$ cat config.mk
export PLATFORM = sky130hd
export DESIGN_NAME = ts_sync_aligner
export DESIGN_NICKNAME = d
export VERILOG_FILES = /design/src/rtl/ts_sync_aligner.sv
export SDC_FILE = /design/constraint.sdc
export NUM_CORES = 1
export LEC_CHECK = 0
export BUFFER_PORTS_ARGS = -buffer_cell sky130_fd_sc_hd__buf_2
export CORE_MARGIN = 1
export CORE_UTILIZATION = 30
export DETAILED_ROUTE_END_ITERATION = 16
export PLACE_DENSITY = 0.55
export SLEW_MARGIN = 20
export SYNTH_ARGS = -nofsm -noshare
export SYNTH_HDL_FRONTEND = slang
export SYNTH_SLANG_ARGS = --single-unit
$ cat constraint.sdc
create_clock -name ts_clk -period 2.2 [get_ports ts_clk]
set_clock_uncertainty 0.05 [all_clocks]
set_input_delay 0.22 -clock ts_clk [delete_from_list [all_inputs] [get_ports ts_clk]]
set_output_delay 0.22 -clock ts_clk [all_outputs]
set_load 0.05 [all_outputs]
$ cat src/rtl/ts_sync_aligner.sv
// ts_sync_aligner
// Upstream stage of the TS-to-AXI4-Stream packer. Hunts for the MPEG-TS sync
// byte at fixed packet spacing in a raw, unaligned byte stream, declares lock
// after LOCK_COUNT correctly spaced sync bytes, flywheels through isolated sync
// errors and emits packet-aligned bytes with ts_sync on packet byte 0.
//
// Ports:
//   ts_clk        byte clock, all logic on posedge
//   ts_aresetn    asynchronous active-low reset
//   in_valid      in_data carries a byte this cycle (gaps allowed)
//   in_data       raw TS byte
//   ts_valid      aligned byte valid (single-cycle qualifier)
//   ts_sync       high with ts_valid on packet byte 0
//   ts_data       aligned byte
//   locked        high while in LOCK
//   sync_miss_cnt missed sync bytes while locked   (TS_SYNC_STAT_EN only)
//   lock_loss_cnt LOCK->HUNT transitions           (TS_SYNC_STAT_EN only)
//
// Optional feature macro: TS_SYNC_STAT_EN (adds saturating statistics outputs).

module ts_sync_aligner #(
  parameter int unsigned MPEG_DATA_WIDTH = 8,
  parameter int unsigned PACK_BYTE_SIZE  = 188,
  parameter logic [7:0]  SYNC_BYTE       = 8'h47,
  parameter int unsigned LOCK_COUNT      = 3,
  parameter int unsigned UNLOCK_COUNT    = 3
) (
  input  logic                       ts_clk,
  input  logic                       ts_aresetn,
  input  logic                       in_valid,
  input  logic [MPEG_DATA_WIDTH-1:0] in_data,
  output logic                       ts_valid,
  output logic                       ts_sync,
  output logic [MPEG_DATA_WIDTH-1:0] ts_data,
  output logic                       locked
`ifdef TS_SYNC_STAT_EN
  ,
  output logic [15:0]                sync_miss_cnt,
  output logic [15:0]                lock_loss_cnt
`endif
);

  localparam int unsigned POS_W  = $clog2(PACK_BYTE_SIZE);
  localparam int unsigned GOOD_W = ($clog2(LOCK_COUNT) > 0) ? $clog2(LOCK_COUNT) : 1;
  localparam int unsigned MISS_W = ($clog2(UNLOCK_COUNT) > 0) ? $clog2(UNLOCK_COUNT) : 1;
  localparam logic [POS_W-1:0] LAST_POS = POS_W'(PACK_BYTE_SIZE - 1);

  typedef enum logic [1:0] {
    HUNT,
    VERIFY,
    LOCK
  } state_t;

  state_t              state_q, state_d;
  logic [POS_W-1:0]    pos_q, pos_d, pos_inc;
  logic [GOOD_W-1:0]   good_q, good_d;
  logic [MISS_W-1:0]   miss_q, miss_d;

  logic is_sync;
  logic at_zero;
  logic lock_hit;   // this sync byte completes the confirmation run
  logic miss_last;  // this missed sync byte exhausts the flywheel
  logic emit;
  logic sync_o;
  logic miss_evt;
  logic loss_evt;

  assign is_sync   = (in_data == SYNC_BYTE);
  assign at_zero   = (pos_q == '0);
  assign pos_inc   = (pos_q == LAST_POS) ? '0 : pos_q + POS_W'(1);
  // Counters only ever hold values below their limit: reaching the limit is
  // consumed immediately by the state change, so they saturate implicitly.
  assign lock_hit  = (32'(good_q) + 32'd1) >= LOCK_COUNT;
  assign miss_last = (32'(miss_q) + 32'd1) >= UNLOCK_COUNT;

  // State register
  always_ff @(posedge ts_clk or negedge ts_aresetn) begin
    if (!ts_aresetn) begin
      state_q <= HUNT;
      pos_q   <= '0;
      good_q  <= '0;
      miss_q  <= '0;
    end else begin
      state_q <= state_d;
      pos_q   <= pos_d;
      good_q  <= good_d;
      miss_q  <= miss_d;
    end
  end

  // Next-state logic
  always_comb begin
    state_d = state_q;
    pos_d   = pos_q;
    good_d  = good_q;
    miss_d  = miss_q;
    if (in_valid) begin
      unique case (state_q)
        HUNT: begin
          if (is_sync) begin
            state_d = VERIFY;
            pos_d   = POS_W'(1);
            good_d  = GOOD_W'(1);
          end
        end
        VERIFY: begin
          pos_d = pos_inc;
          if (at_zero) begin
            if (!is_sync) begin
              // The failing byte is not re-examined as a new candidate.
              state_d = HUNT;
              pos_d   = '0;
              good_d  = '0;
            end else if (lock_hit) begin
              state_d = LOCK;
              good_d  = '0;
              miss_d  = '0;
            end else begin
              good_d = good_q + GOOD_W'(1);
            end
          end
        end
        LOCK: begin
          pos_d = pos_inc;
          if (at_zero) begin
            if (is_sync) begin
              miss_d = '0;
            end else if (miss_last) begin
              state_d = HUNT;
              pos_d   = '0;
              miss_d  = '0;
            end else begin
              miss_d = miss_q + MISS_W'(1);
            end
          end
        end
        default: state_d = HUNT;
      endcase
    end
  end

  // Output decode
  always_comb begin
    emit     = 1'b0;
    sync_o   = 1'b0;
    miss_evt = 1'b0;
    loss_evt = 1'b0;
    if (in_valid) begin
      unique case (state_q)
        VERIFY: begin
          if (at_zero && is_sync && lock_hit) begin
            emit   = 1'b1;
            sync_o = 1'b1;
          end
        end
        LOCK: begin
          if (at_zero && !is_sync) begin
            miss_evt = 1'b1;
            loss_evt = miss_last;
          end
          // The byte that breaks lock is dropped so no partial packet leaves.
          emit   = !(at_zero && !is_sync && miss_last);
          sync_o = at_zero;
        end
        default: ;
      endcase
    end
  end

  // Registered outputs
  always_ff @(posedge ts_clk or negedge ts_aresetn) begin
    if (!ts_aresetn) begin
      ts_valid <= 1'b0;
      ts_sync  <= 1'b0;
      ts_data  <= '0;
      locked   <= 1'b0;
    end else begin
      ts_valid <= emit;
      ts_sync  <= emit & sync_o;
      if (emit) begin
        ts_data <= in_data;
      end
      locked <= (state_d == LOCK);
    end
  end

`ifdef TS_SYNC_STAT_EN
  always_ff @(posedge ts_clk or negedge ts_aresetn) begin
    if (!ts_aresetn) begin
      sync_miss_cnt <= '0;
      lock_loss_cnt <= '0;
    end else begin
      if (miss_evt && (sync_miss_cnt != '1)) begin
        sync_miss_cnt <= sync_miss_cnt + 16'd1;
      end
      if (loss_evt && (lock_loss_cnt != '1)) begin
        lock_loss_cnt <= lock_loss_cnt + 16'd1;
      end
    end
  end
`else
  logic unused_evt;
  assign unused_evt = miss_evt ^ loss_evt;
`endif

endmodule

==> flow_summary_export.csv <==
group,metric,value,unit
sta,worst-slew-pin-transition,605,ps
global_routing,grt_pass1_wl,5.35,mm
setup_path,cp_data_required_time,2350,ps
global_routing,grt_start_max_net_pins,26,
synthesis,seq_area_frac_synth,0.445,
synthesis,syn-cell-area,1410,um^2
cts,cts.sinks,25,
floorplanning,ios,22,
routing,post-route-drc-count,0,
setup_path,timing.rr.end,"miss_q[0]",
setup_path,start_kind,"register",
cts,cts_made_buffers,3,
synthesis,ys_warn_count,0,
floorplanning,rows,24,
floorplanning,core,4440,um^2
synthesis,syn_avg_cell_area,11.0,um^2
power_and_ir_drop,p_leak,0.781,nW
cts,worstSkewPairLatency,270,ps
floorplanning,die_w,70.5,um
run,cap_violations,0,
routing,viasPerCell,5.29,
sta,fin_crit_sh,0.933,
final_layout,drive_above_1_share,0.329,
cts,cts_tree,"built",
sta,fin_crit,2050,ps
placement,place.gp.congestion,0.840,
power_and_ir_drop,cellPowerDensity,592,nW/um^2
setup_path,r2r_cells,8,
setup_path,worstPathMaxFanout,5,
setup_path,path_cells,"inv_1, ha_1, nor4b_4, and2_4, buf_4, nand2_1, or4_1, mux2i_1",
setup_path,cpMaxStageDelayCell,"or4_1",
global_routing,grt_usage,0.134,
sta,final-setup-viol-count,0,
routing,routed_wirelength,2.99,mm
floorplanning,start_util,0.316,
cts,cts_root_buf,"clkbuf_8",
routing,dr_total_vias,1095,
sta,slew_violations,0,
hold_path,worstHoldPathCells,2,
setup_path,cp_slowest_stage_delay,510,ps
sta,finalHoldViolCount,0,
placement,portBuffers,21,
sta,setup_tns,0,ps
setup_path,rrSetupSlack,150,ps
final_layout,diodes,0,
synthesis,yosys.area.top_type,"dfrtp_1",
routing,route.antenna.remaining_nets,0,
sta,fmax,487,MHz
placement,hpwlAfterDp,2.22,mm
synthesis,netlist_instances,128,
synthesis,synth_fp_nets,145,
status,status,"complete, no violations",
hold_path,min_to,"ts_data[3]",
hold_path,worstHoldPathType,"input port to register",
setup_path,worstSetupPathType,"register to register",
sta,rsz0062_at_grt,"no",
cts,path_clk_slew,90,ps
routing,post_drt_wl_per_cell,14.4,um
routing,dr.pass1.iters,4,
setup_path,end_kind,"register",
sta,slew-limit-headroom,0.597,
hold_path,hold_start,"in_data[3]",
power_and_ir_drop,vdd_drop_max,0.000286,V
final_layout,nNetsFinal,173,
synthesis,synth_edf_count,0,
synthesis,synth_area_leaders,"dfrtp_1 (44%), mux2_2 (7.2%), ha_1 (5.3%)",
synthesis,yosysUniqueCellTypes,40,
floorplanning,die-area,4970,um^2
global_routing,antenna_found_initial,0,
routing,dr.first_iter.drc_count,47,
cts,cts_htree_levels,1,
final_layout,area_growth,19.8,%
synthesis,synthFlopType,"dfrtp_1",
global_routing,grt_pass1_vias,1151,
cts,cts_buffer_depth,2,
final_layout,fin_util,0.379,
synthesis,yosys_register_bits,25,
synthesis,synth_top_cell_area_share,0.445,
setup_path,r2r-start,"pos_q[0]",
floorplanning,die_y,70.5,um
global_routing,grt_overflow,0,
setup_path,crit_arrival,2210,ps
synthesis,async_flop_share,1.00,
setup_path,startpoint,"pos_q[0]",
setup_path,cpLargestDelayFamily,"simple AND/OR/NAND/NOR gates",
power_and_ir_drop,power,0.000996,W
setup_path,worst-path-buf-inv,2,
## power by group
part           switching (W)  total, W  internal (W)
logic               0.000107  0.000194     0.0000865
clock network       0.000156  0.000283      0.000127
registers          0.0000330  0.000520      0.000487
total               0.000296  0.000996      0.000701
## synthesized netlist by cell type (all sizes together) (2+ instances only)
cell type,count
a31oi,3
o22ai,2
ha,6
mux2,9
nand3,5
clkbuf,2
o31ai,4
nor2,5
mux2i,2
nand4,5
dfrtp,25
o211ai,2
and3,3
or4,2
nand4bb,2
nor3,4
xor2,5
inv,7
a21oi,8
o21ai,4
nand2,9
## per-layer routing
layer  track usage  up-vias  share of wire
li1              -      529              -
met1         0.186      540           0.47
met2         0.213       26           0.49
met3        0.0317        0          0.042
met4        0.0272        0              0
met5             0        -              0
## final cells by class
cell class / instances / area [um^2]
Clock buffer: 3 / 41.3
Sequential cell: 25 / 626
Tap cell: 52 / 65.1
Clock inverter: 1 / 5.00
Fill cell: 467 / 2760
Inverter: 7 / 26.3
Multi-Input combinational cell: 93 / 763
Timing Repair Buffer: 26 / 158
## sequential cells by signal, indices dropped and copies added (netlist names)
name / cells
pos_q: 8
ts_data: 8
good_q: 2
miss_q: 2
state_q: 2
locked: 1
ts_sync: 1
ts_valid: 1
## cell usage in the layout, fill, tap and decap left out, types with 2 or more instances in the layout
cell       count
buf_2         21
nand2_1        9
nor3_1         4
o211ai_1       2
dfrtp_1       25
ha_1           6
mux2_2         9
mux2i_1        2
and3_1         3
buf_4          3
a31oi_1        3
a21oi_1        7
nand4bb_4      2
o31ai_1        3
nand3_1        5
nor2_1         4
xor2_1         5
o21ai_0        3
o22ai_1        2
clkbuf_8       3
nand4_1        4
inv_1          7
or4_1          2
## cell families (layout without fill, tap and decap cells)
group	count (synthesis)	in the layout	synth area share
AND/OR/NAND/NOR	42	42	0.204
AO/OA/AOI/OAI	29	29	0.153
flip-flops	25	25	0.445
multiplexers	11	11	0.0863
buffers and inverters	10	37	0.0276
adder cells (fa/ha/maj)	6	6	0.0534
XOR/XNOR	5	5	0.0311
## stage by stage
| stage | std cells | worst slack, ps | hold WS (ps) | cell area [um^2] |
|---|---|---|---|---|
| after detailed placement | 201 | 59.7 | 209 | 1590 |
| after global placement | 201 | 142 | 193 | 1590 |
| after CTS | 206 | 12.9 | 142 | 1640 |
| after global routing | 207 | 10.0 | 143 | 1680 |
| final | 207 | 147 | 144 | 1680 |
| after floorplan | 128 | 191 | -126 | 1410 |
## worst register-to-register path, delay by kind of cell (launching register included)
| kind | cells | cell delay (ps) |
|---|---|---|
| adder cells (fa/ha/maj) | 1 | 160 |
| buffers and inverters | 2 | 230 |
| flip-flops | 1 | 420 |
| multiplexers | 1 | 150 |
| AND/OR/NAND/NOR | 4 | 980 |
## how the worst max path moves through the flow
| stage | to | slack, ps | depth (start not counted) |
|---|---|---|---|
| final | miss_q[0] | 150 | 8 |
| after global routing | locked | 10 | 7 |
| after CTS | ts_data[1] | 10 | 7 |
| after detailed placement | ts_data[1] | 60 | 7 |
| after global placement | locked | 140 | 8 |
| after floorplan | ts_data[0] | 190 | 8 |
## repair_timing
item,in CTS,in global routing
hold buffers,1,0
setup buffers,0,1
gates resized for setup,0,6
hold endpoints to repair,25,0
endpoints found under the setup margin,0,13
No activity file was read; power rests on OpenSTA's default activity.
